[src/rtl/atm_pkg.sv]
// Shared definitions for the ATM cash-dispense path: FSM state encoding,
// note denominations and their note_sel codes, and bus widths.
package atm_pkg;

   localparam int AMT_W = 14;
   localparam int CNT_W = 8;

   typedef enum logic [2:0] {
      ST_IDLE  = 3'd0,
      ST_PLAN  = 3'd1,
      ST_ISSUE = 3'd2,
      ST_GAP   = 3'd3,
      ST_DONE  = 3'd4,
      ST_FAIL  = 3'd5
   } atm_state_t;

   localparam int unsigned DEN10 = 10;
   localparam int unsigned DEN20 = 20;
   localparam int unsigned DEN50 = 50;

   localparam logic [1:0] SEL10 = 2'd0;
   localparam logic [1:0] SEL20 = 2'd1;
   localparam logic [1:0] SEL50 = 2'd2;

endpackage

[src/rtl/atm_note_planner.sv]
// Greedy note planner. On load it snapshots the amount and the cassette
// inventory; each step then commits one note (largest denomination that
// still fits and is still available in the snapshot). The resulting plan
// counts are consumed one note at a time as the mechanism delivers them.
module atm_note_planner
   import atm_pkg::*;
#(
   parameter int AMT_W = 14,
   parameter int CNT_W = 8
) (
   input  logic             clk,
   input  logic             rst,
   input  logic             load,
   input  logic [AMT_W-1:0] amount,
   input  logic [CNT_W-1:0] inv50,
   input  logic [CNT_W-1:0] inv20,
   input  logic [CNT_W-1:0] inv10,
   input  logic             step,
   input  logic             consume,
   input  logic [1:0]       consume_sel,
   output logic [CNT_W-1:0] p50,
   output logic [CNT_W-1:0] p20,
   output logic [CNT_W-1:0] p10,
   output logic             plan_ok,
   output logic             plan_fail
);

   localparam logic [AMT_W-1:0] D10 = AMT_W'(DEN10);
   localparam logic [AMT_W-1:0] D20 = AMT_W'(DEN20);
   localparam logic [AMT_W-1:0] D50 = AMT_W'(DEN50);
   localparam logic [CNT_W-1:0] ONE = CNT_W'(1);

   logic [AMT_W-1:0] rem;
   logic [CNT_W-1:0] sh50, sh20, sh10;
   logic             take50, take20, take10;

   // Pick the largest denomination that fits the remainder and is still in the snapshot
   always_comb begin
      take50    = (sh50 != '0) && (rem >= D50);
      take20    = !take50 && (sh20 != '0) && (rem >= D20);
      take10    = !take50 && !take20 && (sh10 != '0) && (rem >= D10);
      plan_ok   = (rem == '0);
      plan_fail = (rem != '0) && !(take50 || take20 || take10);
   end

   // Remainder, shadow inventory and plan counts; plan counts also drain on delivery
   always_ff @(posedge clk) begin
      if (rst) begin
         rem  <= '0;
         sh50 <= '0;
         sh20 <= '0;
         sh10 <= '0;
         p50  <= '0;
         p20  <= '0;
         p10  <= '0;
      end else if (load) begin
         rem  <= amount;
         sh50 <= inv50;
         sh20 <= inv20;
         sh10 <= inv10;
         p50  <= '0;
         p20  <= '0;
         p10  <= '0;
      end else begin
         if (step) begin
            if (take50) begin
               rem  <= rem - D50;
               sh50 <= sh50 - ONE;
               p50  <= p50 + ONE;
            end else if (take20) begin
               rem  <= rem - D20;
               sh20 <= sh20 - ONE;
               p20  <= p20 + ONE;
            end else if (take10) begin
               rem  <= rem - D10;
               sh10 <= sh10 - ONE;
               p10  <= p10 + ONE;
            end
         end
         if (consume) begin
            case (consume_sel)
               SEL50:   p50 <= p50 - ONE;
               SEL20:   p20 <= p20 - ONE;
               default: p10 <= p10 - ONE;
            endcase
         end
      end
   end

endmodule

[src/rtl/atm_dispense_ctrl.sv]
// Cash-dispense sequencer: plans a note breakdown for an authorised amount
// against cassette inventory, then issues notes one at a time over a
// req/ack handshake and reports done or fail. Outputs decode from
// registered state only.
module atm_dispense_ctrl
   import atm_pkg::*;
#(
   parameter int AMT_W = 14,
   parameter int CNT_W = 8
) (
   input  logic             clk,
   input  logic             rst,
   input  logic             start,
   input  logic [AMT_W-1:0] amount,
   input  logic             cancel,
   input  logic             refill,
   input  logic [CNT_W-1:0] refill_cnt,
   output logic             note_req,
   output logic [1:0]       note_sel,
   input  logic             note_ack,
   output logic             busy,
   output logic             done,
   output logic             fail,
   output logic [AMT_W-1:0] dispensed,
   output logic [2:0]       state_display
);

   localparam logic [AMT_W-1:0] D10 = AMT_W'(DEN10);
   localparam logic [AMT_W-1:0] D20 = AMT_W'(DEN20);
   localparam logic [AMT_W-1:0] D50 = AMT_W'(DEN50);
   localparam logic [CNT_W-1:0] ONE = CNT_W'(1);

   atm_state_t       state, state_nx;
   logic [CNT_W-1:0] inv50, inv20, inv10;
   logic [CNT_W-1:0] p50, p20, p10;
   logic             plan_ok, plan_fail;
   logic [1:0]       sel;
   logic [AMT_W-1:0] sel_den;
   logic             start_ok;
   logic             ack_ok;

   // A start is taken only in IDLE, loses to refill, and a zero amount fails instead
   assign start_ok = (state == ST_IDLE) && start && !refill && (amount != '0);
   assign ack_ok   = (state == ST_ISSUE) && note_ack;

   atm_note_planner #(
      .AMT_W (AMT_W),
      .CNT_W (CNT_W)
   ) u_planner (
      .clk         (clk),
      .rst         (rst),
      .load        (start_ok),
      .amount      (amount),
      .inv50       (inv50),
      .inv20       (inv20),
      .inv10       (inv10),
      .step        ((state == ST_PLAN) && !cancel),
      .consume     (ack_ok),
      .consume_sel (sel),
      .p50         (p50),
      .p20         (p20),
      .p10         (p10),
      .plan_ok     (plan_ok),
      .plan_fail   (plan_fail)
   );

   // Next note to issue: highest denomination still owed by the plan
   always_comb begin
      sel     = SEL10;
      sel_den = D10;
      if (p50 != '0) begin
         sel     = SEL50;
         sel_den = D50;
      end else if (p20 != '0) begin
         sel     = SEL20;
         sel_den = D20;
      end
   end

   // State register
   always_ff @(posedge clk) begin
      if (rst) begin
         state <= ST_IDLE;
      end else begin
         state <= state_nx;
      end
   end

   // Next-state logic
   always_comb begin
      state_nx = state;
      case (state)
         ST_IDLE: begin
            if (start && !refill) begin
               state_nx = (amount == '0) ? ST_FAIL : ST_PLAN;
            end
         end
         ST_PLAN: begin
            if (cancel) begin
               state_nx = ST_FAIL;
            end else if (plan_ok) begin
               state_nx = ST_ISSUE;
            end else if (plan_fail) begin
               state_nx = ST_FAIL;
            end
         end
         ST_ISSUE: begin
            if (note_ack) begin
               state_nx = ST_GAP;
            end
         end
         ST_GAP: begin
            if ((p50 == '0) && (p20 == '0) && (p10 == '0)) begin
               state_nx = ST_DONE;
            end else begin
               state_nx = ST_ISSUE;
            end
         end
         ST_DONE: state_nx = ST_IDLE;
         ST_FAIL: state_nx = ST_IDLE;
         default: state_nx = ST_IDLE;
      endcase
   end

   // Cassette inventory: bulk load on refill, one note removed per delivery
   always_ff @(posedge clk) begin
      if (rst) begin
         inv50 <= '0;
         inv20 <= '0;
         inv10 <= '0;
      end else if ((state == ST_IDLE) && refill) begin
         inv50 <= refill_cnt;
         inv20 <= refill_cnt;
         inv10 <= refill_cnt;
      end else if (ack_ok) begin
         case (sel)
            SEL50:   inv50 <= inv50 - ONE;
            SEL20:   inv20 <= inv20 - ONE;
            default: inv10 <= inv10 - ONE;
         endcase
      end
   end

   // Running total of delivered cash; cleared only by the next accepted start
   always_ff @(posedge clk) begin
      if (rst) begin
         dispensed <= '0;
      end else if (start_ok) begin
         dispensed <= '0;
      end else if (ack_ok) begin
         dispensed <= dispensed + sel_den;
      end
   end

   assign note_req      = (state == ST_ISSUE);
   assign note_sel      = (state == ST_ISSUE) ? sel : SEL10;
   assign busy          = (state != ST_IDLE);
   assign done          = (state == ST_DONE);
   assign fail          = (state == ST_FAIL);
   assign state_display = state;

endmodule
[config.mk]
export PLATFORM = sky130hd
export DESIGN_NAME = atm_dispense_ctrl
export DESIGN_NICKNAME = d
export VERILOG_FILES = /design/src/rtl/atm_pkg.sv /design/src/rtl/atm_note_planner.sv /design/src/rtl/atm_dispense_ctrl.sv
export SDC_FILE = /design/constraint.sdc
export NUM_CORES = 1
export LEC_CHECK = 0
export ABC_AREA = 1
export ABC_CLOCK_PERIOD_IN_PS = 5000
export CORE_ASPECT_RATIO = 0.5
export CORE_MARGIN = 1.5
export CORE_UTILIZATION = 62
export DETAILED_ROUTE_END_ITERATION = 10
export PLACE_DENSITY = 0.82
export SYNTH_ARGS = -nofsm -noshare
export SYNTH_HDL_FRONTEND = slang
export SYNTH_SLANG_ARGS = --single-unit
[constraint.sdc]
create_clock -name clk -period 5 [get_ports clk]
set_input_delay 0.75 -clock clk [delete_from_list [all_inputs] [get_ports clk]]
set_output_delay 0.75 -clock clk [all_outputs]
set_load 0.03 [all_outputs]
# Yosys cells after proc, flatten, opt, wreduce, memory -nomap -nowiden
# Index checks and enable logic that the tools add are counted.
# totals
register_bits	103
in_bits	28
out_inout_bits	23
wordCells	153
# op_classes
order_cmp	3
reduce_logical	55
n_eq_ne	13
n_addsub	16
n_mux	54
# ops
cell	count
$mux 8	36
$sub 8x1->8 const B	9
$mux 14	5
$reduce_bool 8->1	5
$logic_not 14->1	2
$reduce_bool 14->1	2
$add 8x1->8 const B	3
$logic_not 8->1	3
$mux 3	7
$logic_and 1x1->1	16
$add 14x14->14	1
$ge 14x4->1 const B	1
$ge 14x5->1 const B	1
$ge 14x6->1 const B	1
$reduce_bool 2->1	7
$sub 14x4->14 const B	1
$sub 14x5->14 const B	1
$sub 14x6->14 const B	1
$pmux 3 s4	1
$reduce_and 2->1	5
$eq 3x2->1 const B	2
$eq 3x3->1 const B	2
$mux 6	1
$ne 2x1->1 const B	3
other kinds (16)	25

# Logic depth before layout (Yosys ltp)
# Gate-level depths: netlist of run 1.
# depth
word_depth	16
mapped_depth	19
ltp_nobuf	19

# Cells and area by module
# A second synthesis of run 1 with hierarchy kept.
# unflattened
cells_unflattened	1215
area_unflattened_um2	7579.8
# modules_own_cells
module	area_each_um2	cells_per_inst	seq_area_each_um2	instances
atm_note_planner	4869.7	766	1241.2	1
atm_dispense_ctrl	2710.1	449	800.8	1

# Worst setup path before layout of run 1
# No wires, ideal clock.
# synth_timing
kind	register to register
start	register u_planner.p20[0]
end	register dispensed[13]
setup_time_ns	0.128
stages_incl_launch_ff	16
setup_slack_ns	2.584
synth_period_minus_slack_ns	2.416
path_buffers	0
arrival_ns	2.288
required_ns	4.872
path_cell_list	dfxtp_1 > inv_1 > ha_1 > nand4_1 > nand2_1 > ha_1 > fa_1 > nand3_1 > nand3_1 > a21oi_1 > nor2_1 > and3_1 > nand2_1 > nor2_1 > xnor2_1 > nor2_1
# synth_via
elab_chain_cells	4
# synth_lines
element	line	rtl
from (decl)	atm_note_planner.sv:22	output logic [CNT_W-1:0] p20,
from (signal assigned)	atm_note_planner.sv:73	p20 <= p20 + ONE;
from (signal assigned)	atm_note_planner.sv:83	SEL20: p20 <= p20 - ONE;
$reduce_bool 8->1	atm_dispense_ctrl.sv:74	end else if (p20 != '0) begin
$mux 5	atm_dispense_ctrl.sv:74	
$mux 6	atm_dispense_ctrl.sv:71	if (p50 != '0) begin
$add 14x14->14	atm_dispense_ctrl.sv:151	dispensed <= dispensed + sel_den;
to (signal assigned)	atm_dispense_ctrl.sv:151	
to (decl)	atm_dispense_ctrl.sv:24	output logic [AMT_W-1:0] dispensed,
# No other way between the ends.
# A chain may end at the register's enable or synchronous reset.

# Final worst setup path of run 1
# layout_timing
start	register u_planner.rem[3]
end	register u_planner.p20[5]
# layout_via
elab_chain_cells	10
elab_cells_between_ends	11
classes_between	order compare (2); mux (5); reduce/logical (4)
# layout_lines
element	line	rtl
from (decl)	atm_note_planner.sv:33	logic [AMT_W-1:0] rem;
from (signal assigned)	atm_note_planner.sv:57	rem <= amount;
from (signal assigned)	atm_note_planner.sv:67	rem <= rem - D50;
from (signal assigned)	atm_note_planner.sv:71	rem <= rem - D20;
$ge 14x6->1	atm_note_planner.sv:39	take50 = (sh50 != '0) && (rem >= D50);
$logic_and 1x1->1	atm_note_planner.sv:39	
$logic_not 1->1	atm_note_planner.sv:40	take20 = !take50 && (sh20 != '0) && (rem >= D20);
$logic_and 1x1->1 (2 in series)	atm_note_planner.sv:40	
$mux 8	atm_note_planner.sv:70	end else if (take20) begin
$mux 8 (*)	atm_note_planner.sv:66	if (take50) begin
$mux 8 (*)	atm_note_planner.sv:65	if (step) begin
$mux 8	atm_note_planner.sv:81	case (consume_sel)
$mux 8 (*)	atm_note_planner.sv:80	if (consume) begin
# Every way passes the cells marked *; elsewhere a longest branch is shown, timed or not.

==> results of run 1 <==
==> power by group through the flow <==
stage | logic [W] | clock network (W) | registers (W)
3_3_place_gp | 0.00140 | 0 | 0.00101
5_1_grt | 0.00162 | 0.000727 | 0.00100
4_1_cts | 0.00144 | 0.000696 | 0.000989
3_5_place_dp | 0.00142 | 0 | 0.00101
2_1_floorplan | 0.00116 | 0 | 0.000968
6_report | 0.00146 | 0.000688 | 0.000994
==> stage by stage <==
| step | setup slack (ns) | power [W] | instance area [um2] | utilization (%) | std cells |
|---|---|---|---|---|---|
| final | 1.93 | 0.00314 | 8220 | 69.9 | 1342 |
| after global routing | 1.74 | 0.00335 | 8220 | 69.9 | 1342 |
| after CTS | 2.02 | 0.00312 | 8220 | 69.9 | 1342 |
| after detailed placement | 1.65 | 0.00243 | 7940 | 67.4 | 1327 |
| after global placement | 1.77 | 0.00241 | 7940 | 67.4 | 1327 |
| after floorplan | 2.58 | 0.00213 | 7460 | - | 1149 |
==> cells by family after synthesis <==
group                      after synthesis
and+or+nand+nor                        550
AOI/OAI and AO/OA                      216
DFF                                    102
buffers and inverters                  192
other                                    1
adders and majority gates               29
xor gates and xnor gates                59
==> cell usage in the layout (no fill, tap or decap), types with 28 or more instances in the layout <==
cell,instances
nor3_1,30
nand3_1,63
ha_1,28
dfxtp_1,102
nor2_1,103
a31oi_1,28
o21ai_0,76
a21oi_1,79
clkdlybuf4s50_1,49
inv_1,137
xor2_1,51
nand2_1,291
==> worst max-delay path, cell delays in order (launching register included) <==
cell	delay, ns
dfxtp_1	0.53
inv_1	0.21
ha_1	0.27
nand2_1	0.08
nand2_1	0.10
nand2_2	0.13
nand3_2	0.10
nand2_4	0.25
nand3_4	0.29
inv_2	0.33
nand2_2	0.22
o21ai_1	0.24
nand2_1	0.09
nand2_1	0.07
a21oi_1	0.05
==> layout make-up <==
type	instances	share of cell area, %
clock buffers	12	3.12
repair buffers	52	6.24
clock inverters	3	0.335
multi-input cells	855	55.9
well taps	165	2.51
inverters	153	7.05
flip-flops and latches	102	24.8
==> worst paths after layout <==
path              slack [ns]          endpoint             start  cells after the start
hold reg to reg         0.46  u_planner.p20[6]  u_planner.p20[6]                      2
hold / removal          0.46  u_planner.p20[6]  u_planner.p20[6]                      2
setup / recovery        1.93  u_planner.p20[5]  u_planner.rem[3]                     14
setup reg to reg        1.93  u_planner.p20[5]  u_planner.rem[3]                     14
==> per-layer routing <==
layer  routed length, um  share of wire [%]  up-vias
met2                9180                 45      331
met4                 433                2.1        0
met1                8980                 44     3502
met3                1780                8.8       46
li1                    -                  -     3775
met5                   0                  0        -
==> cells in the mapped netlist, drive strengths merged <==
cell type,number
nand3b,2
ha,28
nor2,121
a221oi,2
dfxtp,102
nor3,30
buf,27
xnor2,8
o221ai,2
a31oi,28
a22oi,8
inv,151
nand4,17
conb,1
nor3b,1
nor4,1
clkinv,2
or2,3
o21a,2
o21ai,81
and3,1
a211oi,4
nand2,305
fa,1
nand3,69
a21oi,82
clkbuf,12
xor2,51
o211ai,7
==> results_dict.tcl, run 1 <==
set metrics [dict create \
    status "completed" \
    hp-class "register to register" \
    die_h_um 80.6 \
    max_freq_ghz 0.325 \
    fill_cells 1062 \
    grt_pass1_vias 6696 \
    wl_um 20400 \
    routabilityCongestion 0.941 \
    grt_max_degree 43 \
    hpwl_um 14800 \
    comb_power_share_pct 46.4 \
    holdBufCountCts 0 \
    final_hold_viol_count 0 \
    grt_remaining_overflow 0 \
    synth_cell_types 46 \
    met3_usage_pct 7.99 \
    vdd_ir_drop_max_uv 183 \
    fin_nets 1230 \
    drc 0 \
    multi_input_area_um2 4600 \
    core_um2 11800 \
    ctsResizeCount 0 \
    worstPathRequired_ns 5.23 \
    drv_cap 0 \
    io_buffers 49 \
    fp.dieW_um 158 \
    synth_xor_area_share_pct 6.93 \
    power.internal_w 0.00174 \
    power_density_nw_per_um2 382 \
    dieArea_um2 12700 \
    synth_top_cell_by_area "dfxtp_1" \
    cts_buffers 9 \
    synth.area.mux_share_pct 0 \
    drive_gt1_share_pct 6.63 \
    synth_top_area_share_pct 27.4 \
    maxSlewViolCount 0 \
    regMostFlops "u_planner.rem" \
    wire_per_inst_um 15.2 \
    grt_usage_pct 32.6 \
    largest_register_ffs 14 \
    skew_ns 0.00742 \
    synthAdderAreaFrac_pct 4.96 \
    antenna_found_initial 0 \
    largestRegisters "u_planner.rem (14), dispensed (13)" \
    use_met1_pct 41.6 \
    slew_headroom_pct 45.3 \
    clock-root-buffer "clkbuf_16" \
    finalSetupTns_ns 0 \
    avgSynthCellArea_um2 6.49 \
    ys_seq_elements 102 \
    synth_compound_area_share_pct 16.2 \
    num_vias 7654 \
    num_io_pins 51 \
    insertedDiodeCount 0 \
    seqCellArea_um2 2040 \
    p_sw_share_pct 44.5 \
    ys_seq_area_share_pct 27.4 \
    clock_latency_ns 0.35 \
    seqPwrFrac_pct 31.7 \
    clock_sinks 102 \
    synth_nets 1206 \
    p_leak_nw 3.67 \
    switchingPower_w 0.00140 \
    mappedNetlistArea_um2 7460 \
    synth_top_family_by_area "simple AND/OR/NAND/NOR gates" \
    path_class "register to register" \
    endpoint_kind "register" \
    clk_path_buf_depth 2 \
    period_needed_ns 3.07 \
    hold_ws_ns 0.464 \
    critPathArrivalTime_ns 3.30 \
    rsz0062_at_grt "false" \
    area_growth_pct 10.2 \
    synthesis.instances 1149 \
    tightest_slew_ns 0.817 \
    rows 28 \
    worstPathMaxFanout 16 \
    antenna_left 0 \
    post-route-period-util_pct 61.5 \
    setup_violations 0 \
    synthSimpleGateAreaFrac_pct 33.5 \
    grt_pass1_wl_um 32600 \
    drtPass1Iterations 5 \
    grt_busiest_layer "met2" \
    cts.htree.levels 3 \
    cts_tree "done" \
    p_clk_share_pct 21.9 \
    initial_core_util_pct 63.4 \
    use_met2_pct 54.4 \
    yosysWarnings 0 \
    yosys-top-cells-area "dfxtp_1, nand2_1, inv_1, xor2_1, a21oi_1" \
    startpoint_type "register" \
    avgViaCountPerCell 5.70 \
    drt_iter0_markers 552 \
    cts_setup_buffers 0 \
    cts.clk_slew.worst_paths_ns 0.07 \
]
(Power assumes the default switching activity.)
==> run 2: changes to the inputs <==
Settings changed: ABC_CLOCK_PERIOD_IN_PS 5000 to 3000, CORE_UTILIZATION 62 to 60, PLACE_DENSITY 0.82 to 0.8.
Clock period 5 ns to 3 ns, I/O delays scaled along.
==> results_dict.tcl, run 2 (synthesis results as in run 1) <==
set metrics [dict create \
    cts.clk_slew.worst_paths_ns 0.08 \
    core_um2 12000 \
    clk_path_buf_depth 2 \
    multi_input_area_um2 4600 \
    hp-class "register to register" \
    clock-root-buffer "clkbuf_16" \
    fp.dieW_um 161 \
    hpwl_um 14700 \
    worstPathRequired_ns 3.26 \
    maxSlewViolCount 0 \
    area_growth_pct 11.6 \
    wl_um 19900 \
    num_vias 7557 \
    layout_commonest_cell "nand2_1" \
    place_inst 1339 \
    initial_core_util_pct 62.3 \
    antenna_found_initial 0 \
    drc 0 \
    min_from "u_planner.sh50[0]" \
    grt_pass1_wl_um 32200 \
    drive_gt1_share_pct 7.56 \
    endpoint_kind "register" \
    p_clk_share_pct 23.0 \
    dpl_cell_area_um2 8030 \
    num_io_pins 51 \
    wire_per_inst_um 14.7 \
    fill_cells 1051 \
    avgViaCountPerCell 5.58 \
    rows 28 \
    drv_cap 0 \
    seqPwrFrac_pct 31.0 \
    routabilityCongestion 0.985 \
    vdd_ir_drop_max_uv 307 \
    antenna_left 0 \
    largest_register_ffs 14 \
    reg2reg_from "u_planner.p50[0]" \
    clock_latency_ns 0.35 \
    io_buffers 49 \
    worstPathMaxFanout 5 \
    pre_cts_ws_ns 0.276 \
    fin_nets 1242 \
    p_sw_share_pct 43.6 \
    status "completed" \
    r2r_end "dispensed[10]" \
    reg2regPathDepth 17 \
    grt_remaining_overflow 0 \
    dieArea_um2 13200 \
    largestRegisters "u_planner.rem (14), dispensed (13)" \
    period_needed_ns 2.79 \
    rsz0062_at_grt "false" \
    power_density_nw_per_um2 637 \
    critPathArrivalTime_ns 3.04 \
    cts.htree.levels 3 \
    skew_ns 0.0105 \
    path_class "register to register" \
    holdPathStages 2 \
    grt_pass1_vias 6786 \
    clock_sinks 102 \
    power.internal_w 0.00299 \
    drtPass1Iterations 5 \
    fin_area_um2 8330 \
    cts_buffers 9 \
    die_h_um 81.8 \
    tightest_slew_ns 0.592 \
    mostFrequentLayoutCells "nand2_1, inv_1, nor2_1" \
    drt_iter0_markers 559 \
    post-route-period-util_pct 92.9 \
    r2r_slack_ns 0.21 \
    final_hold_viol_count 0 \
    switchingPower_w 0.00231 \
    finalSetupTns_ns 0 \
    insertedDiodeCount 0 \
    regMostFlops "u_planner.rem" \
    grt_usage_pct 30.6 \
    instances_no_fill 1355 \
    min_to "u_planner.sh50[0]" \
    setup_violations 0 \
    ctsResizeCount 0 \
    holdBufCountCts 0 \
    slew_headroom_pct 60.4 \
    layout_setup_ws_ns 0.214 \
    max_freq_ghz 0.359 \
    cts_tree "done" \
    comb_power_share_pct 45.9 \
    p_leak_nw 3.73 \
    seqCellArea_um2 2040 \
    cts_setup_buffers 0 \
    startpoint_type "register" \
    grt_max_degree 42 \
    final_core_util_pct 69.5 \
]
==> run 2: cell types whose count changed in the layout (fill, tap and decap cells not counted) <==
cell	delta
bufinv_16	+1
clkinv_4	-1
buf_4	+12
clkbuf_8	-2
inv_6	+2
clkbuf_1	+1
==> run 2: layout make-up <==
cell class              instances  share of cell area, %
flip-flops and latches        102                   24.5
clock inverters                 5                  0.796
clock buffers                  11                   2.79
repair buffers                 64                   7.24
multi-input cells             855                   55.2
well taps                     165                   2.48
inverters                     153                   6.96
==> run 2: per-layer routing <==
metal  global-route usage (%)  vias up  part of all wire [%]
li1                         -     3790                     -
met1                     38.7     3437                    45
met2                     52.9      280                    45
met3                     5.61       50                   6.9
met4                     11.9        0                   2.9
met5                        0        -                     0
==> run 2: through the flow <==
stage,hold WS (ns),total power (W)
after floorplan,0.434,0.00354
after detailed placement,0.460,0.00406
final,0.472,0.00530
after global routing,0.491,0.00568
after CTS,0.470,0.00528
after global placement,0.447,0.00402
==> run 2: how the worst max path moves through the flow <==
stage / slack [ns] / cells past startpoint / end / startpoint
6_report: 0.21 / 17 / dispensed[10] / u_planner.p50[0]
5_1_grt: 0.05 / 17 / dispensed[13] / u_planner.p50[0]
4_1_cts: 0.25 / 17 / dispensed[10] / u_planner.p50[0]
3_5_place_dp: 0.28 / 17 / dispensed[13] / u_planner.p50[0]
3_3_place_gp: 0.41 / 17 / dispensed[13] / u_planner.p50[0]
2_1_floorplan: 0.58 / 15 / dispensed[13] / u_planner.p20[0]
==> run 2: worst max-delay path, stage by stage, from the launching register on <==
cell	delay [ns]
dfxtp_1	0.34
inv_1	0.14
ha_1	0.19
nand2_1	0.07
nor2_2	0.19
inv_1	0.12
nor2_4	0.20
inv_1	0.08
ha_1	0.36
nand2_1	0.07
nand2_1	0.06
a21oi_1	0.07
nor3_1	0.34
nand2_1	0.16
nor2_1	0.15
nand2_1	0.06
nand2_1	0.06
nor2_1	0.04
==> run 2: power groups by stage <==
stage          logic [W]  clock network, W  registers, W
2_1_floorplan    0.00193                 0       0.00161
3_3_place_gp     0.00235                 0       0.00167
3_5_place_dp     0.00239                 0       0.00167
4_1_cts          0.00241           0.00123       0.00164
5_1_grt          0.00272           0.00129       0.00166
6_report         0.00244           0.00122       0.00165
==> run 3: changes to the inputs <==
Settings changed: ABC_AREA 1 to not set, CAP_MARGIN set to 20, CORE_UTILIZATION 60 to 58, PLACE_DENSITY 0.8 to 0.79.
==> results_dict.tcl, run 3 <==
set metrics [dict create \
    tightest_slew_ns 0.649 \
    clock_sinks 102 \
    avgViaCountPerCell 6.14 \
    regMostFlops "u_planner.rem" \
    layout_setup_ws_ns -0.0127 \
    vdd_ir_drop_max_uv 277 \
    wl_um 16200 \
    pre_cts_ws_ns -0.117 \
    synth_edf_count 0 \
    final_core_util_pct 74.1 \
    mappedNetlistArea_um2 5930 \
    synth_flop_cell "dfxtp_1" \
    avgSynthCellArea_um2 8.17 \
    clock_latency_ns 0.35 \
    period_needed_ns 3.01 \
    post-route-period-util_pct 100 \
    startpoint_type "register" \
    antenna_found_initial 0 \
    synth_top_area_share_pct 34.4 \
    rows 25 \
    yosys-top-cells-area "dfxtp_1, ha_1, a21oi_1, nor2_1, xnor2_1" \
    status "finished, violations left" \
    drive_gt1_share_pct 12.4 \
    largest_register_ffs 14 \
    endpoint_kind "register" \
    grt_max_degree 44 \
    synthesis.instances 726 \
    yosysWarnings 0 \
    async_flop_share_pct 0 \
    fp.dieW_um 146 \
    skew_ns 0.00954 \
    holdBufCountCts 0 \
    drv_cap 0 \
    num_vias 5750 \
    cts_buffers 9 \
    p_leak_nw 2.70 \
    yosys-top-cells-count "dfxtp_1, nor2_1, a21oi_1" \
    core_um2 9700 \
    path_class "register to register" \
    antenna_left 0 \
    maxSlewViolCount 0 \
    synth.most_common_cell "dfxtp_1" \
    place_inst 915 \
    critPathArrivalTime_ns 3.24 \
    violations "negative setup slack" \
    grt_usage_pct 30.1 \
    dieArea_um2 10900 \
    grt_pass1_wl_um 25800 \
    cts_tree "done" \
    drc 0 \
    io_buffers 49 \
    hpwl_um 11300 \
    hp-class "register to register" \
    power_density_nw_per_um2 544 \
    drt_iter0_markers 443 \
    grt_pass1_vias 5252 \
    instances_no_fill 936 \
    hold_ws_ns 0.489 \
    drtPass1Iterations 5 \
    initial_core_util_pct 61.1 \
    final_hold_viol_count 0 \
    clk_path_buf_depth 2 \
    worstPathRequired_ns 3.23 \
    synth_cell_types 76 \
    worstPathMaxFanout 3 \
    setup_violations 1 \
    area_growth_pct 21.2 \
    rsz0062_at_grt "true" \
    wire_per_inst_um 17.3 \
    cts.htree.levels 3 \
    slew_headroom_pct 56.3 \
    finalSetupTns_ns -0.0127 \
    layout_commonest_cell "dfxtp_1" \
    max_freq_ghz 0.332 \
    die_h_um 74.5 \
    routabilityCongestion 0.968 \
    cts.clk_slew.worst_paths_ns 0.07 \
    num_io_pins 51 \
    largestRegisters "u_planner.rem (14), dispensed (13)" \
    synth_nets 783 \
    mostFrequentLayoutCells "dfxtp_1, nor2_1, a21oi_1" \
    synth_top_cell_by_area "dfxtp_1" \
    clock-root-buffer "clkbuf_16" \
    ys_seq_area_share_pct 34.4 \
    fin_nets 853 \
    grt_remaining_overflow 0 \
    ys_seq_elements 102 \
    insertedDiodeCount 0 \
]
-- run 3: cell types whose count changed after synthesis, moves of 14 or more --
| cell | change |
|---|---|
| xor2_1 | -28 |
| inv_2 | -14 |
| xnor2_1 | +21 |
| a21oi_1 | -17 |
| o21ai_0 | -49 |
| nor4_1 | +22 |
| nand3_1 | -45 |
| inv_1 | -101 |
| a31oi_1 | -14 |
| or3_1 | +15 |
| nand2_1 | -234 |
| nor2_1 | -22 |
-- run 3: kinds of logic (layout without fill, tap and decap cells) --
kind of cell	Yosys count	after routing	synth area share [%]
adders and majority gates	29	29	6.25
other	1	1	0.0633
DFF	102	102	34.4
and+or+nand+nor	288	288	26.0
muxes	2	2	0.380
buffers and inverters	69	144	4.81
xor gates and xnor gates	52	52	7.68
AOI/OAI and AO/OA	183	183	20.4
-- run 3: what timing repair did --
action	CTS	global route
setup buffers	3	3
gates resized for setup	2	11
setup endpoints to repair	8	11
pin swaps	6	9
-- run 3: layout make-up --
cell class,instances,area (um2)
repair buffers,92,853
well taps,135,169
fillers,760,2510
inverters,36,135
flip-flops and latches,102,2040
multi-input cells,555,3670
clock buffers,10,239
clock inverters,6,68.8
-- run 3: path summary, 6_finish.rpt --
| kind | start | endpoint | slack, ns | cells past startpoint |
|---|---|---|---|---|
| setup reg to reg | u_planner.p20[5] | dispensed[11] | -0.01 | 12 |
| hold reg to reg | u_planner.sh50[1] | u_planner.sh50[1] | 0.49 | 2 |
| setup / recovery | u_planner.p20[5] | dispensed[11] | -0.01 | 12 |
| hold / removal | u_planner.sh50[1] | u_planner.sh50[1] | 0.49 | 2 |
-- run 3: stage by stage --
| step | power [W] | instance area, um2 |
|---|---|---|
| final | 0.00391 | 7180 |
| after global routing | 0.00410 | 7180 |
| after CTS | 0.00389 | 7120 |
| after detailed placement | 0.00267 | 6780 |
| after global placement | 0.00265 | 6780 |
| after floorplan | 0.00233 | 5950 |
-- run 3: metal layers --
layer  global-route usage [%]  part of all wire (%)  vias to the layer above
li1                         -                     -                     2802
met1                     39.8                    46                     2716
met2                     50.2                    45                      207
met3                     7.12                   8.0                       25
met4                     9.09                   1.3                        0
met5                        0                     0                        -
-- run 3: power breakdown --
group	switching [W]	leakage, nW	internal [W]
combinational	0.000662	1.72	0.000452
clock	0.000541	0.149	0.000676
sequential	0.000123	0.832	0.00146
-- run 3: critical path, stage by stage (launching register included) --
cell and delay (ns):
dfxtp_2 0.32, or4_4 0.54, or4b_4 0.52, nand2_4 0.10
inv_2 0.05, fa_2 0.34, a21o_1 0.17, a21oi_2 0.18
nor2b_2 0.08, o2111a_1 0.26, nand4_1 0.12, xor2_1 0.16
nor2_1 0.05
